==> src/rtl/serial_subtractor.sv <==
// rtl/serial_subtractor.sv - bit-serial A - B - Bin subtractor, LSB first, valid/ready on both sides
// Optional signed-overflow output Ovf is built when SERIAL_SUB_OVF_EN is defined.
module serial_subtractor #(
  parameter int WIDTH = 16
) (
  input  logic             CLK,
  input  logic             RST,
  input  logic             In_Valid,
  output logic             In_Ready,
  input  logic [WIDTH-1:0] A,
  input  logic [WIDTH-1:0] B,
  input  logic             Bin,
  output logic             Out_Valid,
  input  logic             Out_Ready,
  output logic [WIDTH-1:0] Diff,
  output logic             Bout
`ifdef SERIAL_SUB_OVF_EN
  ,
  output logic             Ovf
`endif
);

  localparam int CW = $clog2(WIDTH);

  typedef enum logic [1:0] {
    IDLE = 2'd0,
    RUN  = 2'd1,
    DONE = 2'd2
  } state_t;

  state_t          state;
  state_t          state_nxt;

  logic [WIDTH-1:0] a_sh;
  logic [WIDTH-1:0] b_sh;
  logic             br;
  logic [CW-1:0]    cnt;

`ifdef SERIAL_SUB_OVF_EN
  logic             sa;
  logic             sb;
`endif

  logic             a_bit;
  logic             b_bit;
  logic             d_bit;
  logic             br_nxt;
  logic             last_bit;
  logic             accept;

  assign a_bit    = a_sh[0];
  assign b_bit    = b_sh[0];
  assign d_bit    = a_bit ^ b_bit ^ br;
  assign br_nxt   = (~a_bit & b_bit) | (~(a_bit ^ b_bit) & br);
  assign last_bit = (cnt == CW'(WIDTH - 1));
  assign accept   = In_Valid & In_Ready;

  always_ff @(posedge CLK) begin
    if (!RST) begin
      state <= IDLE;
    end else begin
      state <= state_nxt;
    end
  end

  // In_Ready is gated by RST so the block never advertises readiness while held in reset.
  always_comb begin
    state_nxt = state;
    In_Ready  = 1'b0;
    Out_Valid = 1'b0;
    case (state)
      IDLE: begin
        In_Ready = RST;
        if (In_Valid) begin
          state_nxt = RUN;
        end
      end
      RUN: begin
        if (last_bit) begin
          state_nxt = DONE;
        end
      end
      DONE: begin
        Out_Valid = 1'b1;
        if (Out_Ready) begin
          state_nxt = IDLE;
        end
      end
      default: begin
        state_nxt = IDLE;
      end
    endcase
  end

  always_ff @(posedge CLK) begin
    if (!RST) begin
      a_sh <= '0;
      b_sh <= '0;
      br   <= 1'b0;
      cnt  <= '0;
      Diff <= '0;
      Bout <= 1'b0;
`ifdef SERIAL_SUB_OVF_EN
      sa   <= 1'b0;
      sb   <= 1'b0;
      Ovf  <= 1'b0;
`endif
    end else begin
      if (state == IDLE && accept) begin
        a_sh <= A;
        b_sh <= B;
        br   <= Bin;
        cnt  <= '0;
`ifdef SERIAL_SUB_OVF_EN
        sa   <= A[WIDTH-1];
        sb   <= B[WIDTH-1];
`endif
      end else if (state == RUN) begin
        a_sh <= {1'b0, a_sh[WIDTH-1:1]};
        b_sh <= {1'b0, b_sh[WIDTH-1:1]};
        br   <= br_nxt;
        Diff <= {d_bit, Diff[WIDTH-1:1]};
        cnt  <= cnt + CW'(1);
        // Bout is a separate register so it holds the completed result while br churns.
        if (last_bit) begin
          Bout <= br_nxt;
`ifdef SERIAL_SUB_OVF_EN
          Ovf  <= (sa ^ sb) & (sa ^ d_bit);
`endif
        end
      end
    end
  end

endmodule

==> config.mk <==
export PLATFORM = sky130hd
export DESIGN_NAME = serial_subtractor
export DESIGN_NICKNAME = d
export VERILOG_FILES = /design/src/rtl/serial_subtractor.sv
export SDC_FILE = /design/constraint.sdc
export NUM_CORES = 1
export LEC_CHECK = 0
export ABC_CLOCK_PERIOD_IN_PS = 1800
export CORE_ASPECT_RATIO = 0.9
export CORE_MARGIN = 5
export CORE_UTILIZATION = 60
export CTS_BUF_LIST = sky130_fd_sc_hd__clkbuf_2
export DETAILED_ROUTE_END_ITERATION = 12
export DONT_BUFFER_PORTS = 1
export PLACE_DENSITY = 0.76
export SLEW_MARGIN = 20
export SYNTH_ARGS = -nofsm -noshare
export SYNTH_HDL_FRONTEND = slang
export SYNTH_SLANG_ARGS = --single-unit
==> constraint.sdc <==
create_clock -name CLK -period 1.8 [get_ports CLK]
set_clock_uncertainty 0.1 [all_clocks]
set_input_delay 0.36 -clock CLK [delete_from_list [all_inputs] [get_ports CLK]]
set_output_delay 0.36 -clock CLK [all_outputs]
set_load 0.01 [all_outputs]
==> impl_metrics.py <==
metrics = {
    "sta": {
        "setup_tns_ns": 0,
        "setup_slack_ns": 0.0484,
        "worstMarginPinSlew_ns": 0.614,
        "timing.final.crit_share": 0.973,
        "fin_crit_ns": 1.75,
        "fmax_mhz": 571,
        "slew_headroom": 0.589,
        "hold_viol_final": 0,
        "maxSlewViolCount": 0,
        "setup_violations": 0,
        "rsz0062_at_grt": "false",
        "whs_ns": 0.0767,
    },
    "outcome": {
        "outcome": "complete, no violations",
    },
    "synthesis": {
        "syn_inst": 235,
        "yosysWarnings": 0,
        "syn-num-nets": 274,
        "synth_cell_types": 36,
        "synth_seq_area_share": 0.493,
        "yosysTopAreaCellShare": 0.493,
        "yosysTopAreaCell": "dfxtp_1",
        "syn_avg_cell_area_sq_um": 9.68,
        "syn-cell-area_sq_um": 2280,
        "ys_ff_latch": 56,
        "synth_area_leaders": "dfxtp_1, a221o_1, and3_1",
    },
    "drt": {
        "avgViaCountPerCell": 6.03,
        "routed_wl_um": 5100,
        "antenna_left": 0,
        "wl_per_cell_um": 16.6,
        "drc": 0,
        "drtIter0Drc": 151,
        "vias": 1850,
        "dr.pass1.iters": 4,
    },
    "setup_path": {
        "cp_max_fo": 34,
        "worst-path-buf-inv": 1,
        "regToRegStartpoint": "state[0]$_SDFFE_PN0P_",
        "slowest_stage": "dlygate4sd3_1",
        "startpoint": "RST",
        "critPathKind": "in2out",
        "cp.arrival_ns": 1.29,
        "cpPeakStageDelay_ns": 0.66,
        "path_delay_family": "buffers and inverters",
        "startpoint_type": "primary input",
        "required_ns": 1.34,
        "r2r_setup_slack_ns": 0.11,
        "end_kind": "primary output",
        "path_cells": "dlygate4sd3_1 > nand2b_1 > nor2_2",
    },
    "die": {
        "io_pins": 56,
        "die_y_um": 68.4,
        "rows": 21,
        "die-area_sq_um": 5130,
        "core-area_sq_um": 3700,
        "fp.dieW_um": 74.9,
        "initial_core_util": 0.614,
    },
    "placement": {
        "gp_congestion": 0.858,
        "numPortBuffers": 0,
        "post_dp_cell_area_sq_um": 2230,
        "place_ws_ns": 0.193,
        "dp_hpwl_um": 3180,
    },
    "cts": {
        "numClockSinks": 56,
        "insertion_delay_ns": 0.41,
        "clock-root-buffer": "clkbuf_2",
        "cts_tree": "yes",
        "clk_pin_slew_ns": 0.24,
        "h-tree-depth": 2,
        "cts_buffers": 5,
        "post-cts-setup-buffers": 0,
        "clockBufferDepth": 2,
    },
    "power_and_ir_drop": {
        "ir_drop_mv": 0.526,
        "p_leak_nw": 1.06,
        "powerDensity_nw_per_um2": 767,
    },
    "min_path": {
        "min_from": "RST",
        "hold_class": "in2reg",
    },
    "grt": {
        "overflow": 0,
        "grt_pass1_wl_um": 8470,
        "grt_antenna_before_repair": 1,
        "grt_max_degree": 35,
        "grt_pass1_vias": 1896,
        "grt_use_total": 0.216,
    },
    "finish": {
        "design_area_sq_um": 2620,
        "area_delta_synth_final_pct": 15.1,
        "num_antenna_cells": 0,
        "nNetsFinal": 299,
        "layout-drive-gt1-share": 0.0728,
    },
    "run": {
        "cap_viol_max_count": 0,
    },
}
[through the flow]
stage                util  total power, mW  std cells
detailed placement  0.602             1.52        265
global route        0.707             2.12        307
finish              0.707             2.01        307
CTS                 0.702             2.02        306
floorplan               -             1.50        235
global placement    0.602             1.51        265
[kinds of logic (layout without fill, tap and decap cells)]
| group | after synthesis | after routing | share of synthesized area |
|---|---|---|---|
| AOI/OAI and AO/OA | 67 | 67 | 0.223 |
| buffers and inverters | 24 | 50 | 0.0660 |
| adders and majority gates | 2 | 2 | 0.0143 |
| muxes | 1 | 1 | 0.00440 |
| DFF | 56 | 56 | 0.493 |
| and+or+nand+nor | 85 | 85 | 0.200 |
[worst register-to-register path, cell delays in order (launching register included)]
cell and delay, ns:
dfxtp_4 0.44, nand4bb_1 0.25, o21ai_0 0.21, dlygate4sd3_1 0.58, a21oi_1 0.04
[final timing paths]
path	cells after the start	endpoint
setup / recovery	3	In_Ready
hold / removal	2	b_sh[1]$_SDFFE_PN0P_
setup reg to reg	4	b_sh[11]$_SDFFE_PN0P_
hold reg to reg	2	a_sh[0]$_SDFFE_PN0P_
[where the power goes]
| group | switching [mW] | internal [mW] | leakage [nW] |
|---|---|---|---|
| Sequential | 0.0365 | 1.30 | 0.458 |
| Combinational | 0.108 | 0.120 | 0.576 |
| Clock | 0.342 | 0.104 | 0.0306 |
[final cells by class]
type / instances / area, sq um
clock buffer: 7 / 35.0
clock inverter: 1 / 3.75
fill: 282 / 1090
inverter: 4 / 15.0
multi-input combinational: 155 / 1010
sequential: 56 / 1130
tap: 46 / 57.6
timing repair buffer: 38 / 370
[state kept, by name (all words and copies together), names as in the netlist]
register  flops
cnt           4
a_sh         16
state         2
b_sh         16
Bout          1
br            1
Diff         16
[routing by layer]
| layer | global-route usage | wire [um] | share of wire | vias to the layer above |
|---|---|---|---|---|
| li1 | - | - | - | 912 |
| met1 | 0.265 | 2120 | 0.42 | 855 |
| met2 | 0.347 | 2470 | 0.48 | 71 |
| met3 | 0.0705 | 417 | 0.082 | 10 |
| met4 | 0.0933 | 76 | 0.015 | 2 |
| met5 | 0 | 13 | 0.0025 | - |
[timing repair]
| action | CTS | global route |
|---|---|---|
| resized for setup | 0 | 4 |
| hold buffers | 33 | 1 |
| endpoints found under the setup margin | 0 | 5 |
| endpoints found under the hold margin | 35 | 1 |
[placed cells by master, fill, tap and decap left out, drive strengths merged, types with 2 or more instances in the layout]
cell type / count
nor2b: 4
nand2: 37
clkbuf: 7
nand3: 2
and3: 28
buf: 4
nor2: 6
a32o: 2
dlygate4sd3: 34
a22o: 2
nand2b: 2
a221o: 27
dfxtp: 56
a211oi: 2
a21oi: 24
inv: 4
o21ai: 4
[Yosys cell counts, drive strengths merged]
library cell,instances
a211oi,2
a21oi,24
a221o,27
a22o,2
a22oi,1
a31oi,1
a32o,2
a32oi,1
and2,1
and2b,1
and3,28
and4bb,1
buf,16
clkbuf,4
dfxtp,56
fa,1
ha,1
inv,4
mux2i,1
nand2,37
nand2b,2
nand3,2
nand4bb,1
nor2,6
nor2b,4
nor3b,1
o21a,1
o21ai,4
o21bai,1
o31ai,1
or3,1
Power figures use the tool's default switching activity.
